`src/rtl/lfsr_capture_display.sv`:
```
// Captures the upstream LFSR byte on each debounced button press, drives two
// active-low hex digits, counts captures and measures the value's recurrence period.
module lfsr_capture_display #(
  parameter int DEBOUNCE_CYCLES = 4,
  parameter int PERIOD_MAX      = 511
) (
  input  logic       clk,
  input  logic       rst,
  input  logic       btn,
  input  logic [7:0] lfsr_in,
  output logic [7:0] cap_value,
  output logic       cap_valid,
  output logic [7:0] capture_cnt,
  output logic [6:0] seg_lo,
  output logic [6:0] seg_hi,
  output logic [8:0] period,
  output logic       period_valid,
  output logic       period_ovf
);

  localparam int PER_W = 9;
  localparam int CNT_W = (DEBOUNCE_CYCLES > 2) ? $clog2(DEBOUNCE_CYCLES) : 1;
  localparam logic [CNT_W-1:0] DB_LAST  = CNT_W'(DEBOUNCE_CYCLES - 1);
  localparam logic [PER_W-1:0] PER_LAST = PER_W'(PERIOD_MAX);

  logic             sync_p0;
  logic             sync_p1;
  logic             db_p2;
  logic             db_d_p3;
  logic [CNT_W-1:0] db_cnt;
  logic             measuring;
  logic [PER_W-1:0] pcnt;
  logic             cap_pulse;

  function automatic logic [6:0] hex_to_seg(input logic [3:0] nib);
    logic [6:0] seg;
    case (nib)
      4'h0: seg = 7'h40;
      4'h1: seg = 7'h79;
      4'h2: seg = 7'h24;
      4'h3: seg = 7'h30;
      4'h4: seg = 7'h19;
      4'h5: seg = 7'h12;
      4'h6: seg = 7'h02;
      4'h7: seg = 7'h78;
      4'h8: seg = 7'h00;
      4'h9: seg = 7'h10;
      4'hA: seg = 7'h08;
      4'hB: seg = 7'h03;
      4'hC: seg = 7'h46;
      4'hD: seg = 7'h21;
      4'hE: seg = 7'h06;
      default: seg = 7'h0E;
    endcase
    return seg;
  endfunction

  // Rising edge of the debounced level only; release produces nothing.
  assign cap_pulse = db_p2 & ~db_d_p3;

  always_ff @(posedge clk) begin
    if (rst) begin
      sync_p0      <= 1'b0;
      sync_p1      <= 1'b0;
      db_p2        <= 1'b0;
      db_d_p3      <= 1'b0;
      db_cnt       <= '0;
      cap_value    <= '0;
      cap_valid    <= 1'b0;
      capture_cnt  <= '0;
      measuring    <= 1'b0;
      pcnt         <= '0;
      period       <= '0;
      period_valid <= 1'b0;
      period_ovf   <= 1'b0;
    end else begin
      // p0/p1: two-flop synchronizer for the asynchronous button
      sync_p0 <= btn;
      sync_p1 <= sync_p0;

      // p2: level accepted only after DEBOUNCE_CYCLES consecutive differing samples
      if (sync_p1 == db_p2) begin
        db_cnt <= '0;
      end else if (db_cnt == DB_LAST) begin
        db_p2  <= sync_p1;
        db_cnt <= '0;
      end else begin
        db_cnt <= db_cnt + CNT_W'(1);
      end

      // p3: edge detect, capture and period measurement
      db_d_p3 <= db_p2;

      if (cap_pulse) begin
        cap_value    <= lfsr_in;
        cap_valid    <= 1'b1;
        capture_cnt  <= capture_cnt + 8'd1;
        pcnt         <= PER_W'(1);
        measuring    <= 1'b1;
        period_valid <= 1'b0;
        period_ovf   <= 1'b0;
      end else if (measuring) begin
        if (lfsr_in == cap_value) begin
          period       <= pcnt;
          period_valid <= 1'b1;
          measuring    <= 1'b0;
        end else if (pcnt == PER_LAST) begin
          period     <= PER_LAST;
          period_ovf <= 1'b1;
          measuring  <= 1'b0;
        end else begin
          pcnt <= pcnt + PER_W'(1);
        end
      end
    end
  end

  assign seg_lo = cap_valid ? hex_to_seg(cap_value[3:0]) : 7'h7F;
  assign seg_hi = cap_valid ? hex_to_seg(cap_value[7:4]) : 7'h7F;

endmodule
```
`config.mk`:
```
export PLATFORM = sky130hd
export DESIGN_NAME = lfsr_capture_display
export DESIGN_NICKNAME = d
export VERILOG_FILES = /design/src/rtl/lfsr_capture_display.sv
export SDC_FILE = /design/constraint.sdc
export NUM_CORES = 1
export LEC_CHECK = 0
export BUFFER_PORTS_ARGS = -buffer_cell sky130_fd_sc_hd__buf_2
export CAP_MARGIN = 5
export CORE_ASPECT_RATIO = 1.25
export CORE_MARGIN = 2
export CORE_UTILIZATION = 47
export DETAILED_ROUTE_END_ITERATION = 8
export PLACE_DENSITY = 0.74
export SLEW_MARGIN = 5
export SYNTH_ARGS = -nofsm -noshare
export SYNTH_HDL_FRONTEND = slang
export SYNTH_SLANG_ARGS = --single-unit
```
`constraint.sdc`:
```
create_clock -name clk -period 5 [get_ports clk]
set_input_delay 1 -clock clk [delete_from_list [all_inputs] [get_ports clk]]
set_output_delay 1 -clock clk [all_outputs]
set_load 0.01 [all_outputs]
```
==> reports/qor.txt <==
largest net degree at the start of global routing: 34
Vias/cell: 5.237
Die Height: 88.21 µm
FF-to-FF path depth: 4
vias in the first global route: 1878
main combinational cell family by area after synthesis: simple AND/OR/NAND/NOR gates
dpl hpwl: 3.713 mm
WS Path Type: flop to flop
cell count after synthesis: 278
# DRC: 0
ratio of cells with drive above 1 in the final layout: 0.2402
dpl ws: 2.203 ns
Total Routing Usage GR: 0.1711
critical path peak fanout: 15
worst rel slew slack: 0.4036
total gr overflow: 0
Tmin final: 2.639 ns
Slew @ Worst Pin: 0.8887 ns
H-tree levels: 3
clock slew at reported path FFs: 0.06 ns
Post-Synth Adder-Cell Area: 0.07508
TritonCTS buffer count: 9
leakage power: 1.263 nW
Post-Synth XOR/XNOR Area: 0.05913
ratio of final minimum period to clock period: 0.5278
Die Span X: 71.37 µm
post-synth top area share: 0.4355
sequential share of the synthesized area: 0.4355
final WL: 5.115 mm
Synth area leader: dfxtp_1
floorplan row count: 30
Arrival @ worst endpoint: 2.85 ns
placed cell count: 381
maximum vdd drop: 0.1407 mV
Hold Vio Cnt, Final: 0
Worst EP required: 5.21 ns
Warnings, synthesis: 0
setup bufs post-CTS: 0
Layout fillers: 495
Starting DRT DRC Count: 125
Reg-to-Reg Start: db_p2
Simple-Gate Fraction of Synth Area: 0.1793
WHS Endpoint: db_cnt[0]
Synth Area in Compound Gates: 0.1281
Setup WS post-layout: 2.361 ns
Skew-Pair Late Insertion Delay: 0.33 ns
Synth Cell Area: 2666 µm²
vias: 2079
asr flop ratio synth: 0
Worst R2R Setup Slack: 2.36 ns
Synth Net Count: 305
initial antenna violation count: 0
share of synthesized area spent on multiplexers: 0.07133
Final GP Congestion: 0.8208
IO Port Bufs: 52
EDFF count, synth: 0
Initial Utilization: 0.4899
hold path start: db_cnt[0]
remaining antenna violation count after routing: 0
Non-Filler Instances: 397
RSZ-0062 raised after global routing: no
CTS tree: yes
# hold bufs at CTS: 0
worst clock skew: 0.008529 ns
DRT Pass-1 Iters: 4
area grow syn2layout: 17.88%
synth cell count leaders: dfxtp_1 (58), nor2_1 (21), nand2_1 (19)
die area: 6295 µm²
Fmax: 378.9 MHz
Clock Path Buffers: 2
number of max-cap violations: 0
clk root buf: clkbuf_8
hold depth: 1
Cell Pwr Density: 298.9 nW/µm²
Nets: 355
Avg Cell Area, Syn: 9.591 µm²
# setup viols final: 0
crit start category: flop
# IOs: 53
first-pass GRT wire length: 8.217 mm
count of cell types in the netlist: 41
status: finished, final reports clean
Max Slew Vio Count: 0
synth top area cells: dfxtp_1 (44%), ha_1 (7.5%), mux2i_1 (4.9%)
DR WL/cell: 12.88 µm
prevailing post-synth register cell: dfxtp_1
Setup crit end kind: flop
setup TNS: 0 ns
Hold Path Class: flop to flop
fin util: 0.5775
Yosys reg bits: 58
most instantiated library cell after synthesis: dfxtp_1
core area: 5443 µm²
ANT cells: 0
clk sinks: 58
post_cts resized: 0
[where the power goes]
| group | switching, W | internal [W] |
|---|---|---|
| combinational | 0.0000106 | 0.00000653 |
| clock | 0.000174 | 0.000285 |
| sequential | 0.000000402 | 0.000463 |
| total | 0.000185 | 0.000755 |
[worst max-delay path: stages, from the launching register on]
cell	delay (ns)
dfxtp_1	0.41
and2b_1	0.58
mux2i_1	0.22
nor2_1	0.67
mux4_1	0.63
[cell type report]
class                      count  area [µm²]  area share
tap                           64       80.08     0.02548
clock buffer                  15       186.4     0.05932
inverter                      12       57.56     0.01831
timing repair buffer          52       260.3     0.08280
multi-input combinational    195        1368      0.4351
clock inverter                 1       30.03    0.009554
sequential                    58        1161      0.3694
[cells in the final DEF, fill, tap and decap left out, drive strengths merged, types with 9 or more instances in the layout]
cell,Yosys,layout
dfxtp,58,58
buf,6,52
nor2,21,21
nand2,19,19
a21oi,16,16
ha,16,16
nand2b,15,15
clkbuf,7,15
mux2i,13,13
o21ai,13,13
xnor2,12,12
inv,10,10
or3,9,9
o221a,9,9
[per-stage QoR]
step                      hold WS, ns  total power (W)  area, µm²
final                          0.4234        0.0009396       3143
after global placement         0.4064        0.0004908       2927
after CTS                      0.4245        0.0009517       3143
after detailed placement       0.4091        0.0004910       2927
after global routing           0.4647        0.0009754       3143
after floorplan                0.3974        0.0004834       2666
[cells by family (layout without fill, tap and decap cells)]
logic type	Yosys count	in the layout
buffers and inverters	25	80
AO/OA/AOI/OAI	51	51
flip-flops	58	58
multiplexers	16	16
adder cells (fa/ha/maj)	16	16
XOR/XNOR	18	18
AND/OR/NAND/NOR	94	94
[metal layers]
metal / routed length (µm) / global-route usage
met5: 0 / 0
met4: 136 / 0.09434
met3: 302 / 0.06606
met2: 2403 / 0.2744
met1: 2274 / 0.1966
[worst max path at each step]
stage          depth (start not counted)    to   from
6_report                               4  flop  db_p2
5_1_grt                                6  flop  db_p2
4_1_cts                                6  flop  db_p2
3_5_place_dp                           5  flop    rst
3_3_place_gp                           5  flop    rst
2_1_floorplan                          5  flop    rst
No activity file was read; power rests on OpenSTA's default activity.
